### config.mk
export PLATFORM = sky130hd
export DESIGN_NAME = sw_debounce_sync_flat
export DESIGN_NICKNAME = d
export VERILOG_FILES = /design/src/rtl/sw_debounce_sync_if.sv /design/src/rtl/sw_debounce_sync.sv /design/src/flat_wrapper.sv
export SDC_FILE = /design/constraint.sdc
export NUM_CORES = 1
export LEC_CHECK = 0
export ABC_AREA = 1
export BUFFER_PORTS_ARGS = -buffer_cell sky130_fd_sc_hd__buf_2
export CAP_MARGIN = 10
export CELL_PAD_IN_SITES_DETAIL_PLACEMENT = 0
export CELL_PAD_IN_SITES_GLOBAL_PLACEMENT = 2
export CORE_MARGIN = 8
export CORE_UTILIZATION = 36
export DETAILED_ROUTE_END_ITERATION = 6
export HOLD_SLACK_MARGIN = 0.08
export MAX_ROUTING_LAYER = met4
export PLACE_DENSITY_LB_ADDON = 0.08
export SLEW_MARGIN = 20
export SYNTH_ARGS = -nofsm -noshare
export SYNTH_HDL_FRONTEND = slang
export SYNTH_SLANG_ARGS = --single-unit
export TNS_END_PERCENT = 5
### constraint.sdc
create_clock -name clk -period 1.6 [get_ports clk]
set_input_delay 0.08 -clock clk [delete_from_list [all_inputs] [get_ports clk]]
set_output_delay 0.08 -clock clk [all_outputs]
set_load 0.005 [all_outputs]
### src/rtl/sw_debounce_sync_if.sv
// sw_debounce_sync_if: switch conditioner bus, raw levels in, debounced levels and edge pulses out
// Ports (signals):
//   SW         raw switch levels, asynchronous to clk
//   sw_db      debounced, clk-synchronous levels
//   sw_rise    one-cycle pulse per channel on a debounced 0->1
//   sw_fall    one-cycle pulse per channel on a debounced 1->0
//   sw_changed OR of all rise/fall bits in the same cycle
// master drives SW and observes the results; slave is the conditioner.
interface sw_debounce_sync_if #(
  parameter int N_SW = 2
);
  logic [N_SW-1:0] SW;
  logic [N_SW-1:0] sw_db;
  logic [N_SW-1:0] sw_rise;
  logic [N_SW-1:0] sw_fall;
  logic            sw_changed;
  modport master (output SW, input sw_db, sw_rise, sw_fall, sw_changed);
  modport slave  (input SW, output sw_db, sw_rise, sw_fall, sw_changed);
endinterface

### src/rtl/sw_debounce_sync.sv
// sw_debounce_sync: synchronise and debounce raw switch levels, with per-channel edge pulses
// Ports:
//   clk    system clock, all state on the rising edge
//   rst_n  asynchronous active-low reset
//   bus    sw_debounce_sync_if slave: SW in; sw_db, sw_rise, sw_fall, sw_changed out
module sw_debounce_sync #(
  parameter int N_SW            = 2,
  parameter int DEBOUNCE_CYCLES = 1000000
) (
  input  logic             clk,
  input  logic             rst_n,
  sw_debounce_sync_if.slave bus
);
  localparam int CNT_W = $clog2(DEBOUNCE_CYCLES + 1);
  localparam logic [CNT_W-1:0] LAST = CNT_W'(DEBOUNCE_CYCLES - 1);
  logic [N_SW-1:0]  s1, s2, db, rise, fall, hit;
  logic             chg;
  logic [CNT_W-1:0] cnt [N_SW];
  // hit: the synchronised level has disagreed with sw_db for DEBOUNCE_CYCLES samples in a row
  always_comb begin
    hit = '0;
    for (int i = 0; i < N_SW; i++) hit[i] = (s2[i] != db[i]) && (cnt[i] == LAST);
  end
  always_ff @(posedge clk or negedge rst_n) begin
    if (!rst_n) begin
      s1   <= '0;
      s2   <= '0;
      db   <= '0;
      rise <= '0;
      fall <= '0;
      chg  <= 1'b0;
      for (int i = 0; i < N_SW; i++) cnt[i] <= '0;
    end else begin
      s1   <= bus.SW;
      s2   <= s1;
      db   <= db ^ hit;
      rise <= hit & s2;
      fall <= hit & ~s2;
      chg  <= |hit;
      // any agreeing sample restarts qualification, so the count never passes LAST
      for (int i = 0; i < N_SW; i++) cnt[i] <= (s2[i] == db[i] || hit[i]) ? '0 : cnt[i] + 1'b1;
    end
  end
  assign bus.sw_db      = db;
  assign bus.sw_rise    = rise;
  assign bus.sw_fall    = fall;
  assign bus.sw_changed = chg;
endmodule

### src/flat_wrapper.sv
// flat-port wrapper written by rule: the top's interface ports become plain ports
module sw_debounce_sync_flat 
#(
  parameter int N_SW            = 2,
  parameter int DEBOUNCE_CYCLES = 1000000
)
  (clk, rst_n, bus_SW, bus_sw_db, bus_sw_rise, bus_sw_fall, bus_sw_changed);
  sw_debounce_sync_if #(.N_SW(N_SW)) bus_i ();
  input  logic clk;
  input  logic rst_n;
  input wire logic [$bits(bus_i.SW)-1:0] bus_SW;
  output wire logic [$bits(bus_i.sw_db)-1:0] bus_sw_db;
  output wire logic [$bits(bus_i.sw_rise)-1:0] bus_sw_rise;
  output wire logic [$bits(bus_i.sw_fall)-1:0] bus_sw_fall;
  output wire logic [$bits(bus_i.sw_changed)-1:0] bus_sw_changed;
  assign bus_i.SW = bus_SW;
  assign bus_sw_db = bus_i.sw_db;
  assign bus_sw_rise = bus_i.sw_rise;
  assign bus_sw_fall = bus_i.sw_fall;
  assign bus_sw_changed = bus_i.sw_changed;
  sw_debounce_sync #(.N_SW(N_SW), .DEBOUNCE_CYCLES(DEBOUNCE_CYCLES)) u_core (.clk(clk), .rst_n(rst_n), .bus(bus_i));
endmodule
==> results of run 1 <==
[worst max path at each step]
stage,start,endpoint,depth (start not counted)
floorplan,u_core.cnt[0]$_DFF_PN0_,u_core.cnt[0]$_DFF_PN0_,7
global placement,u_core.cnt[20]$_DFF_PN0_,u_core.cnt[38]$_DFF_PN0_,8
detailed placement,u_core.cnt[20]$_DFF_PN0_,u_core.cnt[36]$_DFF_PN0_,9
CTS,u_core.cnt[20]$_DFF_PN0_,u_core.cnt[39]$_DFF_PN0_,6
global route,u_core.cnt[20]$_DFF_PN0_,flip-flop,7
finish,u_core.cnt[20]$_DFF_PN0_,u_core.cnt[39]$_DFF_PN0_,6
[critical path: stages, from the launching register on]
cell,delay [ns]
dfrtp_1,0.40
ha_2,0.21
nand3_1,0.11
nor2_2,0.16
nand3_2,0.16
nand2_4,0.23
nor2_1,0.08
[power groups by stage]
| stage | clock [W] | sequential (W) | combinational, W |
|---|---|---|---|
| final | 0.000831 | 0.00132 | 0.000102 |
| after global routing | 0.000913 | 0.00132 | 0.000120 |
| after CTS | 0.000869 | 0.00132 | 0.000102 |
| after detailed placement | 0 | 0.00135 | 0.0000957 |
| after global placement | 0 | 0.00134 | 0.0000959 |
| after floorplan | 0 | 0.00134 | 0.0000494 |
[layout make-up]
| class | count | area share [%] |
|---|---|---|
| clock buffer | 7 | 3.14 |
| clock inverter | 1 | 0.244 |
| sequential | 51 | 41.6 |
| multi-input combinational | 258 | 39.4 |
| inverter | 42 | 5.13 |
| timing repair buffer | 27 | 6.44 |
| tap | 99 | 4.03 |
[routing by layer]
layer	vias to the layer above	GRT usage [%]	part of all wire (%)
met1	983	14.3	45
met3	4	2.25	1.6
met2	8	24.0	53
met5	-	-	0
li1	1146	-	-
met4	0	3.05	0.66
[placed cells by master (no fill, tap or decap), types with 2 or more instances in the layout]
master         instances
nand3_1               21
nand2_1               91
buf_4                 13
nor2_4                 2
xor2_1                12
nor3_1                 3
clkbuf_8               7
o21bai_1               2
a21oi_1                2
o21ai_0                6
xnor2_1                6
dfrtp_1               50
ha_2                   2
nand2_4                2
nand3_2                3
nor2_2                 3
buf_2                 10
dlygate4sd3_1          3
nor2_1                93
inv_1                 41
nand4_1                7
[through the flow]
stage | cells | cell area (µm²)
2_1_floorplan | 353 | 2660
4_1_cts | 484 | 3050
6_report | 485 | 3070
3_5_place_dp | 473 | 2920
3_3_place_gp | 473 | 2920
5_1_grt | 485 | 3070
[sequential cells by signal (all words and copies together) (netlist names), named ones only]
signal / cells
u_core.bus.sw_changed: 1
u_core.bus.sw_fall: 2
u_core.bus.sw_rise: 2
u_core.cnt: 40
u_core.s1: 2
u_core.s2: 2
[cell families (layout without fill, tap and decap cells)]
logic type	after synthesis	in the layout
and+or+nand+nor	228	228
DFF	51	51
buffers and inverters	44	77
xor gates and xnor gates	18	18
AOI/OAI and AO/OA	10	10
adders and majority gates	2	2
[timing repair]
action                     4_1_cts  5_1_grt
setup buffers                    0        1
gates resized for setup          1        5
setup endpoints to repair        1       24
hold endpoints to repair        53        0
hold buffers                     3        0
==> impl_metrics.py, run 1 <==
metrics = {
    "status": {
        "status": "finished, final reports clean",
    },
    "timing": {
        "slew_headroom_pct": 80.4,
        "drv_slew": 0,
        "fmax_ghz": 0.679,
        "period_needed_ns": 1.47,
        "worst_slew_pin_slew_ns": 0.293,
        "setup_ws_ns": 0.127,
        "setup_viol_count_final": 0,
        "hold_ws_ns": 0.290,
        "fin_crit_sh_pct": 92.1,
        "fin_skew_ns": 0.0103,
        "finalSetupTns_ns": 0,
        "rsz0062_at_grt": "yes",
        "hold_viol_final": 0,
    },
    "drt": {
        "via_per_inst": 4.41,
        "num_vias": 2141,
        "dr.pass1.iters": 4,
        "wl_um": 6090,
        "drt_iter0_markers": 60,
        "drc": 0,
        "ant_nets": 0,
        "wire_per_inst_um": 12.6,
    },
    "yosys": {
        "synth_cell_types": 20,
        "synthAdderAreaFrac_pct": 0.939,
        "synth_edf_count": 0,
        "muxShareOfSynthArea_pct": 0,
        "yosys.area_share.simple_pct": 36.1,
        "synth_largest_area_cell": "dfrtp_1",
        "syn_avg_cell_area_um2": 7.55,
        "synth_top_cells_by_area": "dfrtp_1 (48%), nor2_1 (13%), nand2_1 (13%)",
        "synth_top_area_share_pct": 47.9,
        "synth_nets": 359,
        "ys_top_cells_by_count": "nor2_1 (94), nand2_1 (92), dfrtp_1 (51), inv_1 (42), nand3_1 (21)",
        "synth_compound_area_share_pct": 2.07,
        "synthXorXnorAreaFrac_pct": 5.92,
        "synth_top_family_by_area": "simple AND/OR/NAND/NOR gates",
        "ys_ff_latch": 51,
        "netlist_area_um2": 2660,
        "synth.most_common_cell": "nor2_1",
        "yosys_warnings": 0,
        "async_reset_ff_share_pct": 100,
        "synth_cells": 353,
        "synth-main-ff-cell": "dfrtp_1",
        "seq_area_frac_synth_pct": 47.9,
    },
    "clock_tree": {
        "cts_max_path_buffers": 2,
        "clk_pin_slew_ns": 0.10,
        "cts_htree_levels": 2,
        "cts_made_buffers": 5,
        "clk-insertion-delay-late_ns": 0.30,
        "cts_tree": "built",
        "clkSinkCount": 51,
        "cts-root-buf": "clkbuf_8",
    },
    "final_layout": {
        "drive_gt1_share_pct": 12.4,
        "final_util_pct": 42.6,
        "nets": 391,
        "area_delta_synth_final_pct": 15.3,
        "antennaDiodeCount": 0,
        "regArea_um2": 1280,
        "multi_input_area_um2": 1210,
        "fillers": 783,
    },
    "grt": {
        "grt_pass1_wl_um": 10400,
        "grt_overflow": 0,
        "grt_usage_pct": 13.1,
        "grt_max_degree": 52,
        "antenna_found_initial": 0,
        "grt_pass1_vias": 2203,
    },
    "critical_path": {
        "cp-start-kind": "flip-flop",
        "end_kind": "flip-flop",
        "r2r_cells": 6,
        "rr_startpoint": "u_core.cnt[20]$_DFF_PN0_",
        "cp_max_fo": 18,
        "crit_type": "reg -> reg",
        "rrSetupSlack_ns": 0.13,
        "cp.arrival_ns": 1.67,
        "critical_path_required_ns": 1.79,
        "rr_endpoint": "u_core.cnt[39]$_DFF_PN0_",
    },
    "floorplan": {
        "core_um2": 7210,
        "pin_count": 11,
        "die-area_um2": 10400,
        "die_h_um": 102,
        "floorplan.initialDensity_pct": 36.9,
        "die_w_um": 102,
        "rows": 31,
    },
    "power": {
        "switching_power_w": 0.000518,
        "total_power_w": 0.00225,
        "power_density_nw_per_um2": 734,
        "p_seq_share_pct": 58.6,
        "clockPowerShare_pct": 36.9,
        "p_leak_nw": 1.39,
        "pwr-share-comb_pct": 4.5,
        "peakVddDrop_uv": 293,
        "swShare_pct": 23.0,
        "p_int_w": 0.00173,
    },
    "place": {
        "portBuffers": 10,
        "pre_cts_ws_ns": 0.00983,
        "dp_hpwl_um": 4450,
        "place.gp.congestion": 0.785,
    },
    "run": {
        "cap_violations": 0,
    },
    "min_path": {
        "hp-class": "in -> async",
    },
}
Power figures use the tool's default switching activity.
==> run 2: changes to the inputs <==
- ABC_AREA: 1 -> not set
- CORE_UTILIZATION: 36 -> 40
==> impl_metrics.py, run 2 <==
metrics = {
    "place": {
        "portBuffers": 10,
        "placed_cells": 370,
        "place.gp.congestion": 0.928,
        "placed_area_um2": 2980,
        "dp_hpwl_um": 4120,
    },
    "grt": {
        "antenna_found_initial": 0,
        "grt_max_degree": 22,
        "grt_pass1_wl_um": 9030,
        "grt_overflow": 0,
        "grt_usage_pct": 13.3,
        "grt_pass1_vias": 2104,
    },
    "critical_path": {
        "cp.arrival_ns": 2.02,
        "cp_top_family": "simple AND/OR/NAND/NOR gates",
        "rrSetupSlack_ns": -0.23,
        "critical_path_required_ns": 1.79,
        "cp-start-kind": "flip-flop",
        "crit_slowest_cell": "or4b_4",
        "crit_chain": "nand3_2 -> or4b_4 -> or3_4 -> mux2_2",
        "cp_max_fo": 6,
        "worstSetupPathDepth": 4,
        "crit_type": "reg -> reg",
        "end_kind": "flip-flop",
        "critical-path-max-stage-delay_ns": 0.55,
        "critical_path_buf_inv_count": 0,
        "r2r_cells": 4,
    },
    "yosys": {
        "seq_area_frac_synth_pct": 53.8,
        "ys_ff_latch": 51,
        "yosys_warnings": 0,
        "synth_largest_area_cell": "dfrtp_1",
        "ys_top_cells_by_count": "dfrtp_1 (51), nor2_1 (32), xnor2_1 (21), nand3_1 (13), nand2_1 (12)",
        "synth_nets": 232,
        "synth_cells": 226,
        "synth.most_common_cell": "dfrtp_1",
        "synth-main-ff-cell": "dfrtp_1",
        "synth_cell_types": 32,
        "syn_avg_cell_area_um2": 10.5,
        "async_reset_ff_share_pct": 100,
        "synth_edf_count": 0,
        "synth_top_cells_by_area": "dfrtp_1 (54%), xnor2_1 (7.7%), nor2_1 (5.1%)",
        "netlist_area_um2": 2370,
        "synth_top_area_share_pct": 53.8,
    },
    "drt": {
        "num_vias": 2010,
        "drt_iter0_markers": 63,
        "drc": 0,
        "wl_um": 5610,
        "via_per_inst": 5.19,
        "dr.pass1.iters": 4,
        "wire_per_inst_um": 14.5,
        "ant_nets": 0,
    },
    "floorplan": {
        "core_um2": 5820,
        "die_w_um": 93.0,
        "die-area_um2": 8650,
        "die_h_um": 93.0,
        "pin_count": 11,
        "rows": 28,
        "floorplan.initialDensity_pct": 40.8,
    },
    "power": {
        "peakVddDrop_uv": 421,
        "power_density_nw_per_um2": 728,
        "p_leak_nw": 1.44,
        "total_power_w": 0.00237,
    },
    "timing": {
        "hold_viol_final": 0,
        "drv_slew": 0,
        "period_needed_ns": 1.83,
        "setup_ws_ns": -0.232,
        "rsz0062_at_grt": "yes",
        "slew_headroom_pct": 69.4,
        "setup_viol_count_final": 46,
        "worst_slew_pin_slew_ns": 0.460,
        "fin_skew_ns": 0.00691,
        "fmax_ghz": 0.546,
        "hold_ws_ns": 0.249,
        "fin_crit_sh_pct": 114,
    },
    "status": {
        "violations": "setup timing",
        "status": "finished with violations",
    },
    "clock_tree": {
        "cts_htree_levels": 2,
        "clkSinkCount": 51,
        "clk_pin_slew_ns": 0.09,
        "clk-insertion-delay-late_ns": 0.30,
        "cts_tree": "built",
        "cts-root-buf": "clkbuf_8",
        "cts_max_path_buffers": 2,
        "cts_made_buffers": 5,
    },
    "run": {
        "cap_violations": 0,
    },
    "final_layout": {
        "layout_commonest_cell": "buf_4",
        "antennaDiodeCount": 0,
        "mostFrequentLayoutCells": "buf_4 (69), dfrtp_1 (51), nor2_1 (32)",
        "drive_gt1_share_pct": 35.3,
        "largest_register": "u_core.cnt",
        "fin_cells": 387,
        "nets": 317,
        "area_delta_synth_final_pct": 37.1,
        "fin_area_um2": 3250,
        "final_util_pct": 55.9,
        "largest_reg_flops": 40,
    },
    "min_path": {
        "hp-class": "in -> async",
    },
}
-- run 2: layer usage --
layer | track usage [%] | wire length (µm)
met5 | - | 0
met4 | 5.77 | 68
met3 | 2.56 | 117
met2 | 24.3 | 3060
met1 | 13.5 | 2370
-- run 2: layout make-up --
class	instances	area [µm²]
Inverter	5	18.8
Clock inverter	2	35.0
Fill cell	519	2560
Multi-Input combinational cell	165	1140
Clock buffer	6	82.6
Sequential cell	51	1280
Tap cell	75	93.8
Timing Repair Buffer	83	609
-- run 2: timing repair --
item | CTS | global route
buffers inserted | 3 | 1
endpoints found under the hold margin | 21 | 0
resized for setup | 12 | 9
hold buffers | 3 | 0
endpoints found under the setup margin | 47 | 47
pin swaps | 6 | 2
gates cloned | 0 | 2
-- run 2: cell families after synthesis --
| logic type | count (synthesis) | synth area share (%) |
|---|---|---|
| flip-flops | 51 | 53.8 |
| XOR/XNOR | 31 | 11.4 |
| buffers and inverters | 10 | 1.69 |
| multiplexers | 3 | 1.37 |
| AND/OR/NAND/NOR | 111 | 25.7 |
| AO/OA/AOI/OAI | 18 | 5.01 |
| adder cells (fa/ha/maj) | 2 | 1.05 |
-- run 2: worst paths after layout --
kind / from / end
max: u_core.cnt[17]$_DFF_PN0_ / flip-flop
min: rst_n / u_core.bus.sw_rise[1]$_DFF_PN0_
max reg2reg: u_core.cnt[17]$_DFF_PN0_ / flip-flop
min reg2reg: u_core.s1[1]$_DFF_PN0_ / u_core.s2[1]$_DFF_PN0_
max in group asynchronous: rst_n / u_core.cnt[27]$_DFF_PN0_
min in group clk: u_core.s1[1]$_DFF_PN0_ / u_core.s2[1]$_DFF_PN0_
-- run 2: power by group --
group,internal (W),switching (W)
Combinational,0.0000594,0.0000703
Sequential,0.00130,0.0000136
Clock,0.000506,0.000412
-- run 2: per-stage QoR --
stage	setup TNS (ns)	setup WS (ns)
after global routing	-9.07	-0.272
after detailed placement	-6.85	-0.324
after floorplan	-8.16	-0.325
after global placement	-6.68	-0.240
final	-4.58	-0.232
after CTS	-5.51	-0.200
==> run 3: changes to the inputs <==
- CORE_UTILIZATION: 40 -> 42
- CTS_BUF_LIST: not set -> sky130_fd_sc_hd__clkbuf_8
- SLEW_MARGIN: 20 -> not set
==> impl_metrics.py, run 3 (synthesized netlist as in run 2, its figures left out) <==
metrics = {
    "status": {
        "status": "finished with violations",
        "violations": "setup timing",
    },
    "timing": {
        "fmax_ghz": 0.546,
        "fin_crit_sh_pct": 114,
        "rsz0062_at_grt": "yes",
        "setup_viol_count_final": 46,
        "hold_ws_ns": 0.107,
        "drv_slew": 0,
        "hold_viol_final": 0,
        "slew_headroom_pct": 76.1,
        "setup_ws_ns": -0.230,
        "fin_skew_ns": 0.00821,
        "worst_slew_pin_slew_ns": 0.354,
        "period_needed_ns": 1.83,
    },
    "clock_tree": {
        "clkSinkCount": 51,
        "cts-root-buf": "clkbuf_8",
        "clk_pin_slew_ns": 0.09,
        "clk-insertion-delay-late_ns": 0.30,
        "cts_made_buffers": 5,
        "cts_tree": "built",
        "cts_max_path_buffers": 2,
        "cts_htree_levels": 2,
    },
    "critical_path": {
        "cp.arrival_ns": 2.06,
        "cp-start-kind": "flip-flop",
        "crit_chain": "nand4_1 -> or4_4 -> or4b_1 -> a21oi_1",
        "critical_path_required_ns": 1.83,
        "rr_endpoint": "u_core.cnt[37]$_DFF_PN0_",
        "crit_type": "reg -> reg",
        "critical-path-max-stage-delay_ns": 0.55,
        "end_kind": "flip-flop",
        "crit_slowest_cell": "or4_4",
        "rrSetupSlack_ns": -0.23,
        "rr_startpoint": "u_core.cnt[30]$_DFF_PN0_",
        "r2r_cells": 4,
        "cp_max_fo": 7,
    },
    "final_layout": {
        "antennaDiodeCount": 0,
        "mostFrequentLayoutCells": "buf_4 (65), dfrtp_1 (51), nor2_1 (32)",
        "largest_reg_flops": 40,
        "area_delta_synth_final_pct": 38.3,
        "layout_commonest_cell": "buf_4",
        "fin_cells": 384,
        "largest_register": "u_core.cnt",
        "fillers": 495,
        "drive_gt1_share_pct": 34.3,
        "nets": 317,
    },
    "grt": {
        "busiest_layer": "met2",
        "grt_usage_pct": 14.6,
        "met3_usage_pct": 2.88,
        "grt_pass1_vias": 2200,
        "antenna_found_initial": 0,
        "grt_max_degree": 49,
        "grt_overflow": 0,
        "grt_pass1_wl_um": 9760,
        "use_met1_pct": 15.5,
        "grtUsageMet2_pct": 25.6,
    },
    "min_path": {
        "hp-class": "in -> async",
    },
    "place": {
        "placed_cells": 372,
        "portBuffers": 10,
        "dp_hpwl_um": 3890,
        "pre_cts_ws_ns": -0.295,
        "place.gp.congestion": 0.905,
    },
    "drt": {
        "wire_per_inst_um": 14.4,
        "ant_nets": 0,
        "wl_um": 5520,
        "dr.pass1.iters": 4,
        "drc": 0,
        "num_vias": 2053,
        "drt_iter0_markers": 84,
        "via_per_inst": 5.35,
    },
    "floorplan": {
        "die_w_um": 91.2,
        "rows": 27,
        "pin_count": 11,
        "die_h_um": 91.2,
        "floorplan.initialDensity_pct": 43.4,
        "die-area_um2": 8310,
        "core_um2": 5470,
    },
    "power": {
        "power_density_nw_per_um2": 715,
        "peakVddDrop_uv": 446,
        "p_leak_nw": 1.46,
    },
    "run": {
        "cap_violations": 0,
    },
}
## run 3: cell count changes in the layout (fill, tap and decap cells not counted), sizes merged
cell,delta
clkbuf,-1
clkinv,+1
## run 3: how the worst max path moves through the flow
| stage | start | to | slack [ns] | depth (start not counted) |
|---|---|---|---|---|
| after global placement | u_core.cnt[17]$_DFF_PN0_ | flip-flop | -0.22 | 4 |
| after CTS | u_core.cnt[30]$_DFF_PN0_ | u_core.cnt[37]$_DFF_PN0_ | -0.22 | 4 |
| after floorplan | u_core.cnt[27]$_DFF_PN0_ | u_core.cnt[37]$_DFF_PN0_ | -0.32 | 5 |
| after detailed placement | u_core.cnt[28]$_DFF_PN0_ | u_core.cnt[37]$_DFF_PN0_ | -0.29 | 4 |
| after global routing | u_core.cnt[28]$_DFF_PN0_ | u_core.cnt[37]$_DFF_PN0_ | -0.29 | 4 |
| final | u_core.cnt[30]$_DFF_PN0_ | u_core.cnt[37]$_DFF_PN0_ | -0.23 | 4 |
## run 3: cell type report
class                      instances  area, µm²  share of cell area [%]
clock inverter                     3       43.8                    1.33
multi-input combinational        165       1150                    35.1
sequential                        51       1280                    38.9
clock buffer                       5       68.8                    2.10
inverter                           5       18.8                   0.572
tap                               72       90.1                    2.74
timing repair buffer              83        633                    19.3
## run 3: stage by stage
step | instance area, µm² | util, % | total power (W) | setup TNS (ns)
2_1_floorplan | 2380 | - | 0.00138 | -8.16
3_3_place_gp | 3020 | 55.2 | 0.00146 | -4.90
3_5_place_dp | 3020 | 55.2 | 0.00146 | -6.43
4_1_cts | 3260 | 59.6 | 0.00238 | -4.05
5_1_grt | 3280 | 60.0 | 0.00244 | -8.91
6_report | 3280 | 60.0 | 0.00235 | -3.95
## run 3: critical path, delay by kind of cell (launching register included)
family	cells	cell delay, ns
compound gates	1	0.15
flops	1	0.38
simple gates	3	1.23
## run 3: per-layer routing
layer  vias up  part of all wire [%]
li1        974                     -
met4         0                   1.6
met5         -                     0
met1      1032                    43
met2        35                    52
met3        12                   3.1
## run 3: timing repair
| action | in CTS | in global routing |
|---|---|---|
| resized for setup | 18 | 3 |
| pin swaps | 7 | 4 |
| endpoints found under the setup margin | 47 | 47 |
| endpoints found under the hold margin | 53 | 0 |
| hold buffers | 3 | 0 |
| setup buffers | 1 | 0 |
## run 3: power by group
group / total (W) / internal [W] / leakage, nW / switching [W]
Combinational: 0.000130 / 0.0000593 / 0.698 / 0.0000709
Sequential: 0.00132 / 0.00131 / 0.698 / 0.0000146
Clock: 0.000897 / 0.000466 / 0.0581 / 0.000431
Total: 0.00235 / 0.00183 / 1.46 / 0.000516
